File: src/rtl/sdu_dbg_pkg.sv
// sdu_dbg_pkg: op codes, halt causes and run-controller state shared across the debug unit
package sdu_dbg_pkg;
   typedef enum logic [2:0] {
      OP_NOP    = 3'd0,
      OP_RUN    = 3'd1,
      OP_STEP   = 3'd2,
      OP_HALT   = 3'd3,
      OP_SET_BP = 3'd4,
      OP_CLR_BP = 3'd5
   } op_e;
   typedef enum logic [1:0] {
      CAUSE_NONE = 2'd0,
      CAUSE_STEP = 2'd1,
      CAUSE_BP   = 2'd2,
      CAUSE_HOST = 2'd3
   } cause_e;
   typedef enum logic [1:0] {
      S_IDLE   = 2'd0,
      S_RUN    = 2'd1,
      S_STEP   = 2'd2,
      S_REPORT = 2'd3
   } state_e;
endpackage

File: src/rtl/sdu_bp_match.sv
// sdu_bp_match: PC breakpoint register file with parallel comparators
module sdu_bp_match #(
   parameter int NBP = 2,
   parameter int PC_W = 32,
   parameter int IW = 1
) (
   input  logic            clk,
   input  logic            rst,
   input  logic            set,
   input  logic            clr,
   input  logic [IW-1:0]   idx,
   input  logic [PC_W-1:0] addr,
   input  logic [PC_W-1:0] pc,
   output logic            bp_hit
);
   logic [PC_W-1:0] bp [NBP];
   logic [NBP-1:0] vld;
   always_ff @(posedge clk)
      if (rst) vld <= '0;
      else if (set) begin
         bp[idx] <= addr;
         vld[idx] <= 1'b1;
      end else if (clr) vld[idx] <= 1'b0;
   always_comb begin
      bp_hit = 1'b0;
      for (int i = 0; i < NBP; i++) bp_hit = bp_hit | (vld[i] && bp[i] == pc);
   end
endmodule

File: src/rtl/sdu_run_ctrl.sv
// sdu_run_ctrl: freezes, free-runs or steps the CPU via cpu_ce and reports each halt
module sdu_run_ctrl import sdu_dbg_pkg::*; #(
   parameter int NBP = 2,
   parameter int PC_W = 32,
   localparam int IW = NBP > 1 ? $clog2(NBP) : 1
) (
   input  logic            clk,
   input  logic            rst,
   input  logic            cmd_valid,
   output logic            cmd_ready,
   input  logic [2:0]      cmd_op,
   input  logic [IW-1:0]   cmd_idx,
   input  logic [PC_W-1:0] cmd_arg,
   input  logic [PC_W-1:0] pc,
   output logic            cpu_ce,
   output logic            halted,
   output logic            rsp_valid,
   input  logic            rsp_ready,
   output logic [1:0]      rsp_cause,
   output logic [31:0]     rsp_count
);
   state_e state, state_nx;
   cause_e cause_q, cause_nx;
   logic [PC_W-1:0] step_cnt;
   logic first, bp_hit, acc, stop, last, halt_acc;
   assign acc = cmd_valid & cmd_ready;
   assign halt_acc = acc && cmd_op == OP_HALT;
   // first suppresses the hit so RUN can resume from a breakpointed PC
   assign stop = bp_hit & ~first;
   assign last = step_cnt == PC_W'(1);
   assign rsp_cause = cause_q;
   sdu_bp_match #(.NBP(NBP), .PC_W(PC_W), .IW(IW)) u_bp (
      .clk(clk),
      .rst(rst),
      .set(acc && cmd_op == OP_SET_BP),
      .clr(acc && cmd_op == OP_CLR_BP),
      .idx(cmd_idx),
      .addr(cmd_arg),
      .pc(pc),
      .bp_hit(bp_hit)
   );
   always_ff @(posedge clk)
      if (rst) state <= S_IDLE;
      else state <= state_nx;
   always_comb begin
      state_nx = state;
      cause_nx = CAUSE_NONE;
      case (state)
         S_IDLE: state_nx = acc && cmd_op == OP_RUN ? S_RUN : acc && cmd_op == OP_STEP ? S_STEP : S_IDLE;
         S_RUN: begin
            cause_nx = stop ? CAUSE_BP : CAUSE_HOST;
            state_nx = stop || halt_acc ? S_REPORT : S_RUN;
         end
         S_STEP: begin
            cause_nx = last ? CAUSE_STEP : CAUSE_HOST;
            state_nx = last || halt_acc ? S_REPORT : S_STEP;
         end
         default: state_nx = rsp_ready ? S_IDLE : S_REPORT;
      endcase
   end
   always_comb begin
      cpu_ce = state == S_STEP || (state == S_RUN && !stop);
      cmd_ready = state != S_REPORT;
      rsp_valid = state == S_REPORT;
      halted = state == S_IDLE || state == S_REPORT;
   end
   always_ff @(posedge clk)
      if (rst) begin
         first <= 1'b0;
         step_cnt <= '0;
         rsp_count <= '0;
         cause_q <= CAUSE_NONE;
      end else begin
         first <= state == S_IDLE && state_nx == S_RUN;
         if (state == S_IDLE && state_nx != S_IDLE) rsp_count <= '0;
         else if (cpu_ce && !(&rsp_count)) rsp_count <= rsp_count + 32'd1;
         if (state == S_IDLE && state_nx == S_STEP) step_cnt <= cmd_arg == '0 ? PC_W'(1) : cmd_arg;
         else if (state == S_STEP) step_cnt <= step_cnt - PC_W'(1);
         if (state != S_REPORT && state_nx == S_REPORT) cause_q <= cause_nx;
      end
endmodule

File: config.mk
export PLATFORM = sky130hd
export DESIGN_NAME = sdu_run_ctrl
export DESIGN_NICKNAME = d
export VERILOG_FILES = /design/src/rtl/sdu_dbg_pkg.sv /design/src/rtl/sdu_bp_match.sv /design/src/rtl/sdu_run_ctrl.sv
export SDC_FILE = /design/constraint.sdc
export NUM_CORES = 1
export LEC_CHECK = 0
export CAP_MARGIN = 5
export CORE_MARGIN = 2
export CORE_UTILIZATION = 55
export CTS_CLUSTER_SIZE = 30
export DETAILED_ROUTE_END_ITERATION = 10
export HOLD_SLACK_MARGIN = 0.15
export PLACE_DENSITY = 0.9
export SETUP_SLACK_MARGIN = 0.15
export SLEW_MARGIN = 0
export SYNTH_ARGS = -nofsm -noshare
export SYNTH_HDL_FRONTEND = slang
export SYNTH_SLANG_ARGS = --single-unit
File: constraint.sdc
create_clock -name clk -period 9.85 [get_ports clk]
set_clock_uncertainty 0.15 [all_clocks]
set_input_delay 1.97 -clock clk [delete_from_list [all_inputs] [get_ports clk]]
set_output_delay 1.97 -clock clk [all_outputs]
set_load 0.05 [all_outputs]
==> reports/results.tsv, run 1 <==
metric	value	unit
dp_hpwl	12700	um
die-width	114	um
r2r_cells	10	
utilization	0.713	
min_delay_path_depth	2	
crit_path_max_incr_delay	730	ps
worstSetupPathType	input pin to output port	
place_congestion	0.931	
path_cells	clkdlybuf4s50_1 > xnor2_1 > nand4_1 > nor4_1 > nand4_1 > nand2_1 > buf_4 > inv_1 > clkdlybuf4s50_1	
layout_commonest_cell	clkdlybuf4s50_1	
grt_pass1_wl	29000	um
synth_warnings	0	
wl	18300	um
ys_ff_latch	135	
post-cts-setup-buffers	0	
tightest_slew	795	ps
synth_ff_type	dfxtp_1	
rsz0062_at_grt	no	
p_per_area	174	nW/um^2
synth_cell_types	52	
grt_pass1_vias	5690	
max_freq	139	MHz
fin_crit_sh	0.732	
areaGrowthSynthToFinish	28.0	%
layout_common_cells	109 x clkdlybuf4s50_1, 72 x xnor2_1, 71 x dfxtp_1	
dr.first_iter.drc_count	607	
drtPass1Iterations	5	
critPathRequiredTime	7730	ps
cp-end-kind	output port	
cts.path.max_buffers	2	
grt_max_degree	64	
synth.top_cell.area_share	0.291	
yosysTopAreaCell	edfxtp_1	
pwr-share-comb	0.124	
coreArea	11900	um^2
ant_nets	0	
num_vias	5671	
period_minus_slack	7210	ps
h-tree-depth	4	
start_kind	input pin	
reg2reg_to	step_cnt[11]	
async_flop_share	0	
min_to	rsp_count[17]	
grt_util_all_layers	0.292	
floorplan.initialDensity	0.557	
fp.dieH	114	um
setup_viol	0	
drive_gt1_frac	0.0701	
grt_overflow	0	
status	completed	
cap_violations	0	
layout_setup_ws	2640	ps
yosysSeqAreaShare	0.506	
syn_area	6600	um^2
cts_made_buffers	17	
intPower	1.11	mW
post_cts_resized	0	
synth_nets	715	
worst-path-max-fanout	63	
vias_per_cell	6.28	
antenna_cells	0	
cts_tree	done	
wire_per_inst	20.3	um
dieArea	12900	um^2
power.share.clock	0.455	
hold_start	rsp_count[17]	
finalSetupTns	0	ps
dp_slack	2770	ps
slew_headroom	0.469	
finalHoldViolCount	0	
cts_root_buf	clkbuf_16	
fillCellCount	772	
r2r-start	state[0]	
antenna_found_initial	0	
cp_slowest_cell	clkdlybuf4s50_1	
syn_inst	636	
cts.sinks	135	
fin_hold_ws	351	ps
nets	822	
synth_enable_flop_cells	64	
hold_path_class	register to register	
arrival	5090	ps
slew_violations	0	
r2r_setup_slack	6410	ps
hold_buffers	0	
p_leak	2.87	nW
switchingPower	0.360	mW
p_sw_frac	0.245	
port-buffer-count	109	
vdd_drop_max	0.126	mV
seq_power_share	0.421	
rows	40	
synth_area_leaders	edfxtp_1 29%, dfxtp_1 22%, xnor2_1 9.5%	
drc_errors	0	
avgSynthCellArea	10.4	um^2
clk_latency	420	ps
io_pins	110	
clk_pin_slew	60	ps
stage by stage:
| step | cells | power, mW | cell area, um^2 |
|---|---|---|---|
| 2_1_floorplan | 636 | 0.732 | 6600 |
| 3_3_place_gp | 871 | 0.795 | 7840 |
| 3_5_place_dp | 871 | 0.806 | 7840 |
| 4_1_cts | 903 | 1.47 | 8460 |
| 5_1_grt | 903 | 1.51 | 8460 |
| 6_report | 903 | 1.47 | 8460 |
metal layers:
layer	GRT usage	wire [um]
met5	0	0
met4	0.136	668
met1	0.350	7040
met3	0.0770	1600
met2	0.493	9010
sequential cells by signal, summed over array words and instances, names as in the netlist, named ones only:
signal / cells
state: 2
rsp_cause: 2
first: 1
step_cnt: 32
rsp_count: 32
u_bp.bp: 64
worst max-delay path by stage:
stage | startpoint | end | slack [ps] | cells past startpoint
finish | pc[14] | cpu_ce | 2640 | 9
global route | pc[0] | cpu_ce | 2470 | 9
CTS | pc[14] | cpu_ce | 2700 | 9
detailed placement | pc[0] | cpu_ce | 2770 | 9
global placement | pc[16] | cpu_ce | 2890 | 9
floorplan | pc[0] | cpu_ce | 4360 | 7
layout make-up:
| class | count | area [um^2] | area share |
|---|---|---|---|
| Tap cell | 147 | 184 | 0.0218 |
| Sequential cell | 135 | 3340 | 0.395 |
| Clock buffer | 19 | 443 | 0.0524 |
| Multi-Input combinational cell | 460 | 3120 | 0.368 |
| Inverter | 13 | 48.8 | 0.00577 |
| Timing Repair Buffer | 116 | 1140 | 0.135 |
| Clock inverter | 13 | 178 | 0.0210 |
worst max-delay path: cells and delay by family:
| family | cells | cell delay, ps |
|---|---|---|
| buffers and inverters | 4 | 1820 |
| AND/OR/NAND/NOR | 4 | 990 |
| XOR/XNOR | 1 | 280 |
cell usage after synthesis, types with 2 or more instances:
cell type  instances
o31a_1             2
nor4_1            23
inv_1             13
nand4b_1           2
nor3_1            16
nand2b_1           2
nand4_1           27
or4_4              2
nor2_1            54
or3_1             25
edfxtp_1          64
a31o_2             2
ha_1               7
a31oi_1            2
buf_4              2
and4_1             4
o21a_1             2
nand3b_1           2
mux2i_1           27
buf_2              7
o31ai_1            3
a211oi_1           3
xor2_1            22
xnor2_1           72
o21ai_0           17
o41ai_1            2
clkbuf_1          18
a21oi_1           22
nand3_1           18
a41oi_1            2
nor2b_1            3
or4_1             21
and2_1             2
a211o_1            3
and3_1             9
nand2_1           37
dfxtp_1           71
mux2_2             2
o211ai_1          11
power groups by stage:
stage / clock network (mW) / registers [mW] / logic [mW]
final: 0.669 / 0.618 / 0.183
after global routing: 0.696 / 0.619 / 0.197
after CTS: 0.670 / 0.618 / 0.180
after detailed placement: 0 / 0.629 / 0.177
after global placement: 0 / 0.627 / 0.168
after floorplan: 0 / 0.627 / 0.105
kinds of logic (layout without fill, tap and decap cells):
| group | after synthesis | count (layout) | share of synthesized area |
|---|---|---|---|
| xor gates and xnor gates | 95 | 95 | 0.127 |
| muxes | 29 | 29 | 0.0443 |
| adders and majority gates | 7 | 7 | 0.0133 |
| and+or+nand+nor | 254 | 254 | 0.210 |
| DFF | 135 | 135 | 0.506 |
| buffers and inverters | 41 | 161 | 0.0258 |
| AOI/OAI and AO/OA | 75 | 75 | 0.0728 |
Power figures use the tool's default switching activity.
==> run 2, diff against run 1 <==
- CORE_UTILIZATION: 55 -> 54
- PLACE_DENSITY: 0.9 -> 0.89
- clock period: 9.85 -> 7.3 ns (I/O delays scaled with it)
==> reports/results.tsv, run 2 (synthesized netlist as in run 1, its figures left out) <==
metric	value	unit
status	completed	
port-buffer-count	109	
arrival	4460	ps
start_kind	input pin	
areaGrowthSynthToFinish	28.4	%
worst-path-max-fanout	63	
dpl_cell_area	7830	um^2
seq_power_share	0.412	
nets	821	
grt_pass1_vias	5513	
largest_reg_flops	64	
io_pins	110	
pwr-share-comb	0.120	
finalPower	2.02	mW
layout_common_cells	109 x clkdlybuf4s50_1, 72 x xnor2_1, 71 x dfxtp_1	
finalSetupTns	0	ps
r2r_setup_slack	3610	ps
p_leak	2.87	nW
p_per_area	238	nW/um^2
slew_headroom	0.168	
worstSetupStartpoint	pc[0]	
slew_violations	0	
antenna_cells	0	
drtPass1Iterations	5	
rows	40	
path_cells	clkdlybuf4s50_1 > xnor2_1 > nand4_1 > nor4_1 > a41oi_1 > nand2_1 > buf_4 > inv_1 > clkdlybuf4s50_1	
fp.dieH	115	um
register_area	3340	um^2
cts_root_buf	clkbuf_16	
floorplan.initialDensity	0.552	
wl	18000	um
fin_hold_ws	346	ps
utilization	0.709	
worstSetupPathType	input pin to output port	
hold_path_class	register to register	
post_cts_resized	0	
cts_made_buffers	17	
critPathRequiredTime	5690	ps
drc_errors	0	
grt_overflow	0	
cts_tree	done	
coreArea	12000	um^2
fillCellCount	792	
clk_pin_slew	60	ps
ant_nets	0	
crit_end	cpu_ce	
cp-end-kind	output port	
fin_crit_sh	0.832	
hold_buffers	0	
dr.first_iter.drc_count	721	
rsz0062_at_grt	no	
num_vias	5593	
clk_latency	430	ps
p_sw_frac	0.245	
largestRegisters	u_bp.bp: 64 flops, rsp_count: 32 flops, step_cnt: 32 flops	
switchingPower	0.496	mW
die-width	115	um
setup_viol	0	
final_area	8480	um^2
h-tree-depth	4	
wire_per_inst	19.9	um
cts.path.max_buffers	2	
multiInputGateArea	3120	um^2
cp_common_cell	clkdlybuf4s50_1	
cts.sinks	135	
antenna_found_initial	0	
place_congestion	0.887	
grt_pass1_wl	27900	um
cp_slowest_cell	clkdlybuf4s50_1	
finalHoldViolCount	0	
top_register	u_bp.bp	
dp_hpwl	12400	um
r2r-start	step_cnt[0]	
post-cts-setup-buffers	0	
period_minus_slack	6070	ps
intPower	1.53	mW
vias_per_cell	6.20	
tightest_slew	1250	ps
crit_path_max_incr_delay	730	ps
layout_commonest_cell	clkdlybuf4s50_1	
vdd_drop_max	0.149	mV
drive_gt1_frac	0.0702	
max_freq	165	MHz
dieArea	13100	um^2
grt_util_all_layers	0.280	
reg2reg_to	rsp_count[5]	
grt_max_degree	64	
r2r_cells	7	
power.share.clock	0.468	
cap_violations	0	
==> run 2: changes by cell type in the layout (fill, tap and decap cells not counted) <==
cell        change
inv_6           -1
bufinv_16       +1
clkinvlp_4      +2
buf_4           -1
clkbuf_1        -1
clkinv_2        -4
clkbuf_8        -1
clkinv_4        +4
==> run 2: power groups by stage <==
stage               Clock, mW  Combinational (mW)  Sequential [mW]
floorplan                   0               0.141            0.846
global placement            0               0.226            0.846
detailed placement          0               0.235            0.848
CTS                     0.946               0.240            0.833
global route            0.980               0.260            0.835
finish                  0.946               0.242            0.834
==> run 2: layout make-up <==
type | instances | area share
flip-flops and latches | 135 | 0.394
repair buffers | 115 | 0.134
well taps | 147 | 0.0217
multi-input cells | 460 | 0.367
clock inverters | 15 | 0.0270
inverters | 13 | 0.00575
clock buffers | 17 | 0.0502
==> run 2: per-layer routing <==
metal,track usage,share of wire
met5,0,0
met2,0.466,0.50
met1,0.348,0.39
met3,0.0672,0.091
met4,0.121,0.026
==> run 2: worst min-delay path by stage <==
stage | from | cells past startpoint | slack (ps) | to
floorplan | register | 2 | 300 | register
global placement | register | 2 | 330 | register
detailed placement | rsp_count[10] | 2 | 340 | rsp_count[10]
CTS | rsp_count[10] | 2 | 350 | rsp_count[10]
global route | rsp_count[10] | 2 | 380 | rsp_count[10]
finish | rsp_count[10] | 2 | 350 | rsp_count[10]
==> run 2: critical path, delay by kind of cell <==
| family | cells | cell delay [ps] |
|---|---|---|
| and+or+nand+nor | 3 | 750 |
| AOI/OAI and AO/OA | 1 | 210 |
| buffers and inverters | 4 | 1800 |
| xor gates and xnor gates | 1 | 220 |
==> run 2: metrics by stage <==
| step | instances | setup WS, ps |
|---|---|---|
| after floorplan | 636 | 2420 |
| after CTS | 902 | 1230 |
| after global routing | 902 | 989 |
| final | 902 | 1230 |
| after global placement | 870 | 1400 |
| after detailed placement | 870 | 1230 |
